$ cat config.mk
export PLATFORM = sky130hd
export DESIGN_NAME = ex_branch_buffer
export DESIGN_NICKNAME = d
export VERILOG_FILES = /design/src/rtl/ex_branch_buffer.sv
export SDC_FILE = /design/constraint.sdc
export NUM_CORES = 1
export LEC_CHECK = 0
export ABC_AREA = 1
export BUFFER_PORTS_ARGS = -buffer_cell sky130_fd_sc_hd__buf_2
export CORE_MARGIN = 4
export CORE_UTILIZATION = 45
export DETAILED_ROUTE_END_ITERATION = 10
export GPL_ROUTABILITY_DRIVEN = 0
export GPL_TIMING_DRIVEN = 0
export PLACE_DENSITY_LB_ADDON = 0.08
export SYNTH_ARGS = -nofsm -noshare
export SYNTH_HDL_FRONTEND = slang
export SYNTH_SLANG_ARGS = --single-unit
$ cat constraint.sdc
create_clock -name CLK -period 5.3 [get_ports CLK]
set_input_delay 0.795 -clock CLK [delete_from_list [all_inputs] [get_ports CLK]]
set_output_delay 0.795 -clock CLK [all_outputs]
set_load 0.02 [all_outputs]
$ cat src/rtl/ex_branch_buffer.sv
// Execute-stage back end: a 2-entry EX/MEM FIFO fed by the ALU and ID/EX controls,
// plus predict-not-taken branch/jump resolution with a registered 1-cycle redirect to fetch.
module ex_branch_buffer #(
  parameter int WORD_W = 32,
  parameter int DEPTH  = 2
) (
  input  logic              CLK,
  input  logic              RST,
  input  logic              flush,
  input  logic              in_valid,
  output logic              in_ready,
  input  logic [WORD_W-1:0] alu_out,
  input  logic              alu_zero,
  input  logic              alu_ovf,
  input  logic [WORD_W-1:0] pc,
  input  logic [WORD_W-1:0] imm,
  input  logic              is_branch,
  input  logic [2:0]        br_funct3,
  input  logic              is_jal,
  input  logic              is_jalr,
  input  logic [4:0]        rd,
  input  logic              reg_wen,
  input  logic              mem_ren,
  input  logic              mem_wen,
  input  logic [WORD_W-1:0] store_data,
  output logic              out_valid,
  input  logic              out_ready,
  output logic [WORD_W-1:0] out_result,
  output logic [4:0]        out_rd,
  output logic              out_reg_wen,
  output logic              out_mem_ren,
  output logic              out_mem_wen,
  output logic [WORD_W-1:0] out_store_data,
  output logic              out_ovf,
  output logic              redirect_valid,
  output logic [WORD_W-1:0] redirect_pc
);

  typedef struct packed {
    logic [WORD_W-1:0] result;
    logic [WORD_W-1:0] store_data;
    logic [4:0]        rd;
    logic              reg_wen;
    logic              mem_ren;
    logic              mem_wen;
    logic              ovf;
  } entry_t;

  logic [1:0]             count_reg;
  logic                   wr_ptr_reg;
  logic                   rd_ptr_reg;
  logic                   accept;
  logic                   pop;
  logic                   taken;
  logic                   redirect_req;
  logic [WORD_W-1:0]      target;
  logic [WORD_W-1:0]      link;
  entry_t                 new_entry;
  entry_t                 head;
  entry_t [DEPTH-1:0]     entries;

  assign in_ready  = (count_reg != 2'd2) && !RST;
  assign out_valid = (count_reg != 2'd0) && !RST;
  assign accept    = in_valid && in_ready && !flush;
  assign pop       = out_valid && out_ready && !flush;

  // Compare branches reuse the ALU: SUB for BEQ/BNE, SLT/SLTU (result bit 0) for the rest.
  always_comb begin
    taken = 1'b0;
    if (is_branch) begin
      case (br_funct3)
        3'b000:  taken = alu_zero;
        3'b001:  taken = !alu_zero;
        3'b100:  taken = alu_out[0];
        3'b101:  taken = !alu_out[0];
        3'b110:  taken = alu_out[0];
        3'b111:  taken = !alu_out[0];
        default: taken = 1'b0;
      endcase
    end
  end

  assign redirect_req = taken || is_jal || is_jalr;
  assign link         = pc + WORD_W'(4);
  assign target       = is_jalr ? (alu_out & ~WORD_W'(1)) : (pc + imm);

  // Branches never write back or touch memory, whatever the decoder sent along.
  always_comb begin
    new_entry            = '0;
    new_entry.result     = (is_jal || is_jalr) ? link : alu_out;
    new_entry.store_data = store_data;
    new_entry.rd         = rd;
    new_entry.reg_wen    = reg_wen && !is_branch;
    new_entry.mem_ren    = mem_ren && !is_branch;
    new_entry.mem_wen    = mem_wen && !is_branch;
    new_entry.ovf        = alu_ovf;
  end

  genvar gi;
  generate
    for (gi = 0; gi < DEPTH; gi++) begin : g_entry
      entry_t entry_reg;
      always_ff @(posedge CLK) begin
        if (RST) begin
          entry_reg <= '0;
        end else if (accept && (wr_ptr_reg == 1'(gi))) begin
          entry_reg <= new_entry;
        end
      end
      assign entries[gi] = entry_reg;
    end
  endgenerate

  always_ff @(posedge CLK) begin
    if (RST) begin
      count_reg      <= 2'd0;
      wr_ptr_reg     <= 1'b0;
      rd_ptr_reg     <= 1'b0;
      redirect_valid <= 1'b0;
      redirect_pc    <= '0;
    end else if (flush) begin
      count_reg      <= 2'd0;
      wr_ptr_reg     <= 1'b0;
      rd_ptr_reg     <= 1'b0;
      redirect_valid <= 1'b0;
    end else begin
      if (accept) wr_ptr_reg <= ~wr_ptr_reg;
      if (pop)    rd_ptr_reg <= ~rd_ptr_reg;
      case ({accept, pop})
        2'b10:   count_reg <= count_reg + 2'd1;
        2'b01:   count_reg <= count_reg - 2'd1;
        default: count_reg <= count_reg;
      endcase
      redirect_valid <= accept && redirect_req;
      if (accept && redirect_req) redirect_pc <= target;
    end
  end

  assign head           = entries[rd_ptr_reg];
  assign out_result     = head.result;
  assign out_rd         = head.rd;
  assign out_reg_wen    = head.reg_wen;
  assign out_mem_ren    = head.mem_ren;
  assign out_mem_wen    = head.mem_wen;
  assign out_store_data = head.store_data;
  assign out_ovf        = head.ovf;

endmodule

**Yosys cells after proc, flatten, opt, wreduce, memory -nomap -nowiden**

Cells that the tools add are included.

- Flip-flop bits (word level): 183
- Latch bits: 0
- Memory bits (writable): 0
- Bits in read-only memories: 0
- Bits of input ports: 149
- Output and inout bits: 108
- Memories kept: 0

- Add/sub/neg operators: 4
- $mul: 0
- Div/mod/pow operators: 0
- Magnitude comparators: 1
- Eq/ne operators: 8
- Shift operators: 0
- Mux-type cells: 7
- Bitwise logic cells: 3
- Reduce and logical (&&, ||, !) cells: 27

Operators with widths:

| operator | number |
|---|---|
| two-way mux 73 bit | 2 |
| two-way mux 32 bit | 2 |
| adder 32 x 3 -> 32 bit, second input constant | 1 |
| adder 32 bit | 1 |
| equality test 3 bit, second input constant | 4 |
| logical AND 1 bit | 12 |
| OR reduction 2 bit | 3 |
| logical NOT 1 bit | 5 |
| case mux 1 bit (4 select lines) | 1 |
| case mux 2 bit (2 select lines) | 1 |
| nonzero test 2 bit | 2 |
| equality test 3 x 1 -> 1 bit, second input constant | 1 |
| logical NOT 3 bit | 1 |
| logical OR 1 bit | 3 |
| NOT 1 bit | 3 |
| adder 2 x 1 -> 2 bit, second input constant | 1 |
| equality test 2 x 1 -> 1 bit, second input constant | 1 |
| equality test 2 bit, second input constant | 1 |
| < comparator 1 x 2 -> 1 bit, second input constant | 1 |
| != test 2 bit, second input constant | 1 |
| AND reduction 2 bit | 1 |
| subtractor 2 x 1 -> 2 bit, second input constant | 1 |
| two-way mux 1 bit | 1 |

**Depth between registers and ports, before layout**

Gate-level depths: netlist (run 1).

- Depth after elaboration: 8
- Mapped depth: 14
- Gate-level depth less buffers: 14

**Worst setup path after synthesis (run 1)**

No wires, ideal clock.

- Path kind: input -> register
- From: in pc[0]
- To: reg redirect_pc[30]
- Library setup time: 132 ps
- Arrival time: 2227 ps
- Required time: 5168 ps
- Path slack: 2941 ps
- Stages on the path: 14
- Path buffers: 0
- Cell sequence: ha_1 > fa_1 > nand3_1 > nand3_1 > nand2_1 > nand2_1 > nand2_1 > nand2_1 > nand2_1 > nand2_1 > nand2_1 > nand3_1 > nand2_1 > a21oi_1

- Cells in the longest elaborated chain, start to end: 2

Ends and longest elaborated chain:

| item | RTL line | source |
|---|---|---|
| from (decl) | 15 | `input logic [WORD_W-1:0] pc,` |
| adder 32 bit | 85 | `assign target = is_jalr ? (alu_out & ~WORD_W'(1)) : (pc + imm);` |
| two-way mux 32 bit | 85 |  |
| to (signal assigned) | 135 | `if (accept && redirect_req) redirect_pc <= target;` |
| to (decl) | 36 | `output logic [WORD_W-1:0] redirect_pc` |

No other way between the ends.
A chain may end at the register's enable or synchronous reset.

**Final worst setup path (run 1)**

- From: reg rd_ptr_reg
- To: out out_result[20]

- Cells in the longest elaborated chain, start to end: 2

Ends and longest elaborated chain:

| item | RTL line | source |
|---|---|---|
| from (decl) | 51 | `logic rd_ptr_reg;` |
| from (signal assigned) | 128 | `if (pop) rd_ptr_reg <= ~rd_ptr_reg;` |
| two-way mux 73 bit (implied by the code) (2 in series) | 139 | `assign head = entries[rd_ptr_reg];` |
| to (decl) | 28 | `output logic [WORD_W-1:0] out_result,` |

No other way between the ends. The select of a mux whose other input is x is not followed.

==> impl_metrics.json, run 1 <==
{
  "status": "complete, no violations",
  "clockBufferDepth": 2,
  "min_period_ps": 3280,
  "yosysTopAreaCell": "dfxtp_1",
  "ys_ff_latch": 183,
  "layout_common_cells": "nand2_1, nor2_1, buf_2",
  "synth_top_area_share_pct": 33.4,
  "async_flop_share_pct": 0,
  "cts_resized": 0,
  "vias": 12400,
  "netlist_instances": 1808,
  "yosys_warnings": 0,
  "synth_edf_count": 0,
  "cp_max_fo": 10,
  "dp_hpwl_um": 30600,
  "hp-class": "reg -> reg",
  "die_y_um": 164,
  "fin_crit_sh_pct": 61.8,
  "setup_tns_ps": 0,
  "grt_pass1_wl_um": 59700,
  "viasPerCell": 5.12,
  "largest_reg_flops": 146,
  "cts_sinks": 183,
  "cts_buffers": 17,
  "final_common_cell": "nand2_1",
  "fp.dieW_um": 164,
  "root_buffer": "clkbuf_16",
  "final_nets": 2265,
  "n_antenna_cell": 0,
  "hold_violations": 0,
  "area_delta_synth_final_pct": 20.8,
  "drv_slew": 0,
  "final.setup_skew_ps": 10.8,
  "drive_above_1_share_pct": 15.9,
  "regToRegSetupSlack_ps": 3390,
  "fmax_ghz": 0.305,
  "end_kind": "output pin",
  "first_pass_iters": 5,
  "drc_errors": 0,
  "stdcell_count": 2414,
  "worst_pin_slew_ps": 740,
  "start_util_pct": 46.2,
  "crit_required_ps": 4510,
  "place_inst": 2382,
  "ys_seq_area_share_pct": 33.4,
  "syn_avg_cell_area_um2": 6.07,
  "drt-wirelength-per-cell_um": 16.0,
  "slew_headroom_pct": 50.7,
  "wl_um": 38700,
  "cp.arrival_ps": 2480,
  "cts_tree": "yes",
  "htreeDepth": 4,
  "vdd_ir_drop_max_uv": 224,
  "max-cap-violations": 0,
  "track_usage_pct": 28.0,
  "ant_nets": 0,
  "antenna_found_initial": 2,
  "postCtsHoldBufs": 0,
  "yosysUniqueCellTypes": 40,
  "synth_area_mm2": 0.0110,
  "num_rows": 56,
  "overflow": 0,
  "portBuffers": 255,
  "drt_iter0_markers": 816,
  "rsz0062_at_grt": "false",
  "grt_pass1_vias": 11700,
  "setup_viol": 0,
  "crit_path_start_kind": "register",
  "p_per_area_mw_per_mm2": 259,
  "ioPinCount": 257,
  "design.die.area_mm2": 0.0270,
  "crit_type": "reg -> out",
  "path_clk_slew_ps": 70,
  "synth_area_leaders": "dfxtp_1, nand2_1, nor2_1",
  "coreArea_mm2": 0.0238,
  "leakage_nw": 7.03,
  "cts_setup_buffers": 0,
  "grt_max_degree": 19,
  "synth_fp_nets": 1991,
  "final.fill_count": 2524,
  "synth_flop_cell": "dfxtp_1",
  "clock_latency_ps": 440
}
==> routing by layer <==
metal	wire [um]	vias to the layer above	track usage, %	part of all wire [%]
li1	-	6252	-	-
met1	16400	5582	35.6	42
met2	18200	439	47.9	47
met3	2590	83	3.46	6.7
met4	1470	4	11.4	3.8
met5	27	-	0	0.070
==> final cells by class <==
class,instances,area (um2),area share (%)
tap,319,399,3.01
multi-input combinational,1358,6240,47.0
clock inverter,15,186,1.41
inverter,184,691,5.21
clock buffer,17,425,3.21
buffer,83,384,2.90
sequential,183,3660,27.6
timing repair buffer,255,1280,9.62
==> through the flow <==
| stage | utilization [%] | area [um2] | power, W | hold slack (ps) | worst slack, ps |
|---|---|---|---|---|---|
| floorplan | - | 11000 | 0.00188 | 424 | 2940 |
| global placement | 53.3 | 12700 | 0.00213 | 434 | 2440 |
| detailed placement | 53.3 | 12700 | 0.00214 | 443 | 2430 |
| CTS | 55.8 | 13300 | 0.00345 | 454 | 2010 |
| global route | 55.8 | 13300 | 0.00359 | 477 | 1860 |
| finish | 55.8 | 13300 | 0.00344 | 453 | 2020 |
==> cell families after synthesis <==
family / share of synthesized area, %
compound gates: 15.8
xor+xnor: 1.76
fa+ha+maj: 3.94
buf+inv: 9.79
flops: 33.4
mux: 0.365
simple gates: 34.9
==> synth_stat cells (2+ instances only) <==
cell and number:
o21ai_1 3, ha_1 33, mux2i_1 4, nand3b_1 5, and2_1 3, buf_2 13, or2_0 4, inv_1 176
nor2_2 5, o21ai_0 198, o31ai_1 2, nor2_1 291, nor3_1 10, inv_2 5, o21bai_1 3, nand2_2 3
nand3_1 63, buf_1 4, nand2_1 553, o211ai_1 3, or2_2 3, nor3_2 2, a31oi_1 4, clkinv_1 3
buf_4 7, xor2_1 15, buf_6 4, a21oi_1 122, clkbuf_1 55, a211oi_1 4, dfxtp_1 183, xnor2_1 7
nor2_4 4, nand4_1 8
==> worst max-delay path, stage by stage, from the launching register on <==
cell and delay [ps]:
dfxtp_1 310, clkbuf_1 340, clkbuf_1 450, clkbuf_1 510, nand2_1 100, nand2_1 160, buf_2 190
==> final timing paths <==
| path | startpoint | to | depth (start not counted) |
|---|---|---|---|
| worst min register to register | entries[45] | entries[45] | 2 |
| worst max register to register | count_reg[1] | entries[117] | 9 |
| worst min-delay path | entries[45] | entries[45] | 2 |
| worst max-delay path | rd_ptr_reg | out_result[20] | 6 |
==> where the power goes <==
| group | total [W] | switching (W) | internal, W |
|---|---|---|---|
| combinational | 0.000681 | 0.000456 | 0.000225 |
| clock | 0.00132 | 0.000604 | 0.000717 |
| sequential | 0.00144 | 0.0000204 | 0.00142 |
| total | 0.00344 | 0.00108 | 0.00236 |
Note: power is estimated with default switching activity, not from simulation.
==> run 2, diff against run 1 <==
==> constraint.sdc (replaced) <==
create_clock -name CLK -period 2.9 [get_ports CLK]
set_input_delay 0.435 -clock CLK [delete_from_list [all_inputs] [get_ports CLK]]
set_output_delay 0.435 -clock CLK [all_outputs]
set_load 0.02 [all_outputs]
==> run 2 against run 1 <==
  * Via count shrank 0.12%
  * Flip-flop and latch count is the same
  * Die area is the same
  * Routed wire length is essentially flat
  * Worst setup slack lost 1800 ps
  * Cell count is the same
  * Largest cell class unchanged
  * Non-clock buffer count is the same
  * Global-route usage is the same
  * Critical endpoint is now out_result[21]
  * Sequential share of layout area is essentially flat
  * Critical path type unchanged
==> impl_metrics.json, run 2 (synthesis results as in run 1) <==
{
  "clockBufferDepth": 2,
  "crit_required_ps": 2470,
  "dp_hpwl_um": 30600,
  "antenna_found_initial": 2,
  "crit_path_start_kind": "register",
  "status": "complete, no violations",
  "area_delta_synth_final_pct": 20.9,
  "hp-class": "in -> reg",
  "drc_errors": 0,
  "setup_tns_ps": 0,
  "max-cap-violations": 0,
  "r2r_start": "count_reg[1]",
  "slew_headroom_pct": 51.1,
  "cp.arrival_ps": 2230,
  "num_rows": 56,
  "cts_setup_buffers": 0,
  "hold_violations": 0,
  "r2r_cells": 9,
  "ant_nets": 0,
  "layout_common_cells": "nand2_1, nor2_1, buf_2",
  "clock_latency_ps": 430,
  "first_pass_iters": 5,
  "coreArea_mm2": 0.0238,
  "root_buffer": "clkbuf_16",
  "cp_max_fo": 10,
  "die_y_um": 164,
  "startpoint": "rd_ptr_reg",
  "endpoint": "out_result[21]",
  "fp.dieW_um": 164,
  "postCtsHoldBufs": 0,
  "n_antenna_cell": 0,
  "end_kind": "output pin",
  "path_clk_slew_ps": 70,
  "grt_pass1_vias": 11700,
  "final.setup_skew_ps": 10.9,
  "cts_tree": "yes",
  "p_per_area_mw_per_mm2": 473,
  "grt_pass1_wl_um": 59700,
  "fin_crit_sh_pct": 92.0,
  "design.die.area_mm2": 0.0270,
  "largest_reg_flops": 146,
  "viasPerCell": 5.11,
  "min_period_ps": 2670,
  "drive_above_1_share_pct": 16.0,
  "crit_type": "reg -> out",
  "final.fill_count": 2523,
  "worst_r2r_endpoint": "entries[117]",
  "cts_buffers": 17,
  "overflow": 0,
  "worst_pin_slew_ps": 733,
  "drv_slew": 0,
  "final_common_cell": "nand2_1",
  "rsz0062_at_grt": "false",
  "vias": 12300,
  "fmax_ghz": 0.375,
  "portBuffers": 255,
  "track_usage_pct": 28.0,
  "regToRegSetupSlack_ps": 990,
  "p_sw_share_pct": 31.3,
  "ioPinCount": 257,
  "p_int_w": 0.00431,
  "p_seq_share_pct": 41.9,
  "cts_sinks": 183,
  "drt_iter0_markers": 813,
  "wl_um": 38700,
  "drt-wirelength-per-cell_um": 16.0,
  "vdd_ir_drop_max_uv": 402,
  "setup_viol": 0,
  "final_nets": 2265,
  "comb_power_share_pct": 19.8,
  "start_util_pct": 46.2,
  "htreeDepth": 4,
  "grt_max_degree": 19,
  "power.switching_w": 0.00197,
  "leakage_nw": 7.04,
  "clkPwrFrac_pct": 38.3,
  "finish.utilization_pct": 55.9
}
## run 2: cell count changes in the layout (fill, tap and decap cells not counted)
cell | before | now
clkbuf_1 | 55 | 53
clkbuf_2 | 0 | 2
## run 2: cell type report
cell class / instances / area [um2] / area share (%)
Timing Repair Buffer: 255 / 1280 / 9.62
Sequential cell: 183 / 3660 / 27.6
Buffer: 83 / 387 / 2.91
Tap cell: 319 / 399 / 3.01
Inverter: 184 / 691 / 5.21
Clock inverter: 15 / 186 / 1.41
Multi-Input combinational cell: 1358 / 6240 / 47.0
Clock buffer: 17 / 425 / 3.21
## run 2: repair_timing
item,CTS,global route
gates cloned,0,0
hold endpoints to repair,0,0
endpoints found under the setup margin,4,10
resized for setup,1,2
## run 2: critical path, stage by stage, from the launching register on
cell and delay (ps):
dfxtp_1 310, clkbuf_1 340, clkbuf_2 330, clkbuf_1 420
nand2_1 100, nand2_1 140, buf_2 180
## run 2: stage by stage
stage               hold WS, ps  power [W]  std cells  worst slack [ps]  area, um2
global route                239    0.00655       2414              69.0      13300
detailed placement          443    0.00391       2382               393      12700
floorplan                   424    0.00344       1808               901      11000
finish                      247    0.00628       2414               233      13300
CTS                         235    0.00630       2414              83.7      13300
global placement            434    0.00390       2382               397      12700
## run 2: worst min path at each step
stage | start | endpoint | slack (ps) | cells past startpoint
3_3_place_gp | entries[44] | entries[44] | 430 | 2
5_1_grt | store_data[9] | entries[91] | 240 | 3
4_1_cts | store_data[22] | entries[31] | 230 | 3
3_5_place_dp | entries[45] | entries[45] | 440 | 2
2_1_floorplan | entries[45] | entries[45] | 420 | 2
6_report | store_data[1] | entries[10] | 250 | 3
## run 2: power groups by stage
stage	clock (W)	combinational, W	sequential (W)
6_report	0.00241	0.00124	0.00263
5_1_grt	0.00254	0.00138	0.00264
4_1_cts	0.00244	0.00123	0.00263
2_1_floorplan	0	0.000738	0.00270
3_5_place_dp	0	0.00123	0.00268
3_3_place_gp	0	0.00122	0.00268
## run 2: per-layer routing
metal | vias up | global-route usage (%) | routed length, um
met5 | - | 0 | 13
met4 | 2 | 11.4 | 1450
met3 | 79 | 3.46 | 2510
met2 | 437 | 47.9 | 18200
met1 | 5573 | 35.6 | 16500
li1 | 6254 | - | -
==> run 3, diff against run 2 <==
--- a/config.mk
+++ b/config.mk
@@ -13,6 +13,7 @@
 export GPL_ROUTABILITY_DRIVEN = 0
 export GPL_TIMING_DRIVEN = 0
 export PLACE_DENSITY_LB_ADDON = 0.08
+export REMOVE_ABC_BUFFERS = 1
 export SYNTH_ARGS = -nofsm -noshare
 export SYNTH_HDL_FRONTEND = slang
 export SYNTH_SLANG_ARGS = --single-unit
==> run 3 against run 2 <==
  * Critical endpoint is now out_rd[0]
  * Combinational power barely moved
  * Global-route usage shrank 1.9 points
  * Die area unchanged
  * Cell count down 3.1%
  * Fmax fell by 0.41%
  * Routed wire length down 8.9%
  * Sequential share of layout area up 0.37 points
  * Core utilization shrank 0.67 points
  * Worst setup slack lost 11 ps
  * Clock-buffer cell count grew 1
  * Largest cell class unchanged
==> impl_metrics.json, run 3 (synthesis results as in run 1) <==
{
  "status": "complete, no violations",
  "slew_headroom_pct": 46.1,
  "track_usage_pct": 26.0,
  "grt_pass1_wl_um": 56700,
  "dp_hpwl_um": 25700,
  "cts_setup_buffers": 0,
  "max-cap-violations": 0,
  "dp_slack_ps": -1070,
  "clockBufferDepth": 2,
  "worst_pin_slew_ps": 807,
  "worst_slack_ps": 222,
  "design.die.area_mm2": 0.0270,
  "first_pass_iters": 7,
  "vdd_ir_drop_max_uv": 356,
  "portBuffers": 256,
  "min_delay_worst_endpoint": "entries[37]",
  "regToRegSetupSlack_ps": 490,
  "path_clk_slew_ps": 80,
  "htreeDepth": 4,
  "rsz0062_at_grt": "false",
  "p_per_area_mw_per_mm2": 477,
  "min_path_cells": 3,
  "area_delta_synth_final_pct": 19.4,
  "viasPerCell": 5.03,
  "drive_above_1_share_pct": 15.9,
  "start_util_pct": 46.2,
  "overflow": 0,
  "end_kind": "output pin",
  "final_common_cell": "nand2_1",
  "root_buffer": "clkbuf_16",
  "setup_tns_ps": 0,
  "final.setup_skew_ps": 8.98,
  "min_period_ps": 2680,
  "fin_crit_sh_pct": 92.3,
  "cts_tree": "yes",
  "wl_um": 35200,
  "place_inst": 2307,
  "cp_max_fo": 60,
  "num_rows": 56,
  "fp.dieW_um": 164,
  "fmax_ghz": 0.373,
  "r2r_start": "count_reg[0]",
  "r2r_cells": 10,
  "die_y_um": 164,
  "final_nets": 2190,
  "setup_viol": 0,
  "layout_common_cells": "nand2_1, nor2_1, buf_2",
  "crit_required_ps": 2470,
  "drt-wirelength-per-cell_um": 15.1,
  "grt_max_degree": 95,
  "worst_r2r_endpoint": "entries[57]",
  "grt_pass1_vias": 11100,
  "vias": 11800,
  "leakage_nw": 6.94,
  "antenna_found_initial": 0,
  "cts_buffers": 17,
  "ioPinCount": 257,
  "crit_type": "reg -> out",
  "cts_sinks": 183,
  "coreArea_mm2": 0.0238,
  "largest_reg_flops": 146,
  "hold_violations": 0,
  "cp.arrival_ps": 2240,
  "hp-class": "in -> reg",
  "stdcell_count": 2340,
  "clock_latency_ps": 430,
  "hold_start": "store_data[28]",
  "drc_errors": 0,
  "drt_iter0_markers": 911,
  "crit_path_start_kind": "register",
  "drv_slew": 0,
  "ant_nets": 0
}
run 3: cell types whose count changed in the layout (fill, tap and decap cells not counted), sizes merged:
cell	previous run	this run
clkinv	5	8
inv	188	189
bufinv	2	1
buf	283	263
clkbuf	72	18
clkinvlp	4	0
diode	0	1
run 3: timing repair:
item,CTS,global route
setup endpoints to repair,166,5
hold buffers,0,0
gates resized for setup,6,2
run 3: stage by stage:
step	util, %	cell area (um2)	total power, W	hold slack (ps)
after floorplan	-	10600	0.00340	426
after global placement	51.7	12300	0.00385	433
after detailed placement	52.5	12500	0.00388	441
after CTS	55.2	13100	0.00630	226
after global routing	55.2	13100	0.00658	234
final	55.2	13100	0.00625	241
run 3: routing by layer:
layer,global-route usage (%),routed length (um),vias up
li1,-,-,6119
met1,34.8,15800,5232
met2,44.4,16700,378
met3,3.04,2030,38
met5,0,0,-
met4,7.17,650,0
run 3: how the worst max path moves through the flow:
stage	cells after the start	slack [ps]	endpoint	from
6_report	5	220	out_rd[0]	rd_ptr_reg
5_1_grt	5	40	out_result[20]	rd_ptr_reg
4_1_cts	5	160	out_result[13]	rd_ptr_reg
3_5_place_dp	5	-1070	entries[131]	is_jalr
3_3_place_gp	4	-3650	out_result[13]	rd_ptr_reg
2_1_floorplan	3	-1070	out_mem_ren	rd_ptr_reg
run 3: area by class of cell:
class	instances	area, um2
fill	2455	10600
multi-input combinational	1358	6250
sequential	183	3670
timing repair buffer	263	1470
inverter	184	704
clock buffer	18	439
tap	319	399
clock inverter	14	176
antenna	1	2.50
run 3: power breakdown:
| group | internal [W] | switching, W |
|---|---|---|
| combinational | 0.000406 | 0.000800 |
| sequential | 0.00259 | 0.0000337 |
| clock | 0.00127 | 0.00115 |
| total | 0.00426 | 0.00198 |
run 3: critical path: stages, from the launching register on:
cell,delay [ps]
dfxtp_4,610
buf_16,300
clkinv_4,430
nand2_1,170
nand2_1,90
buf_2,170
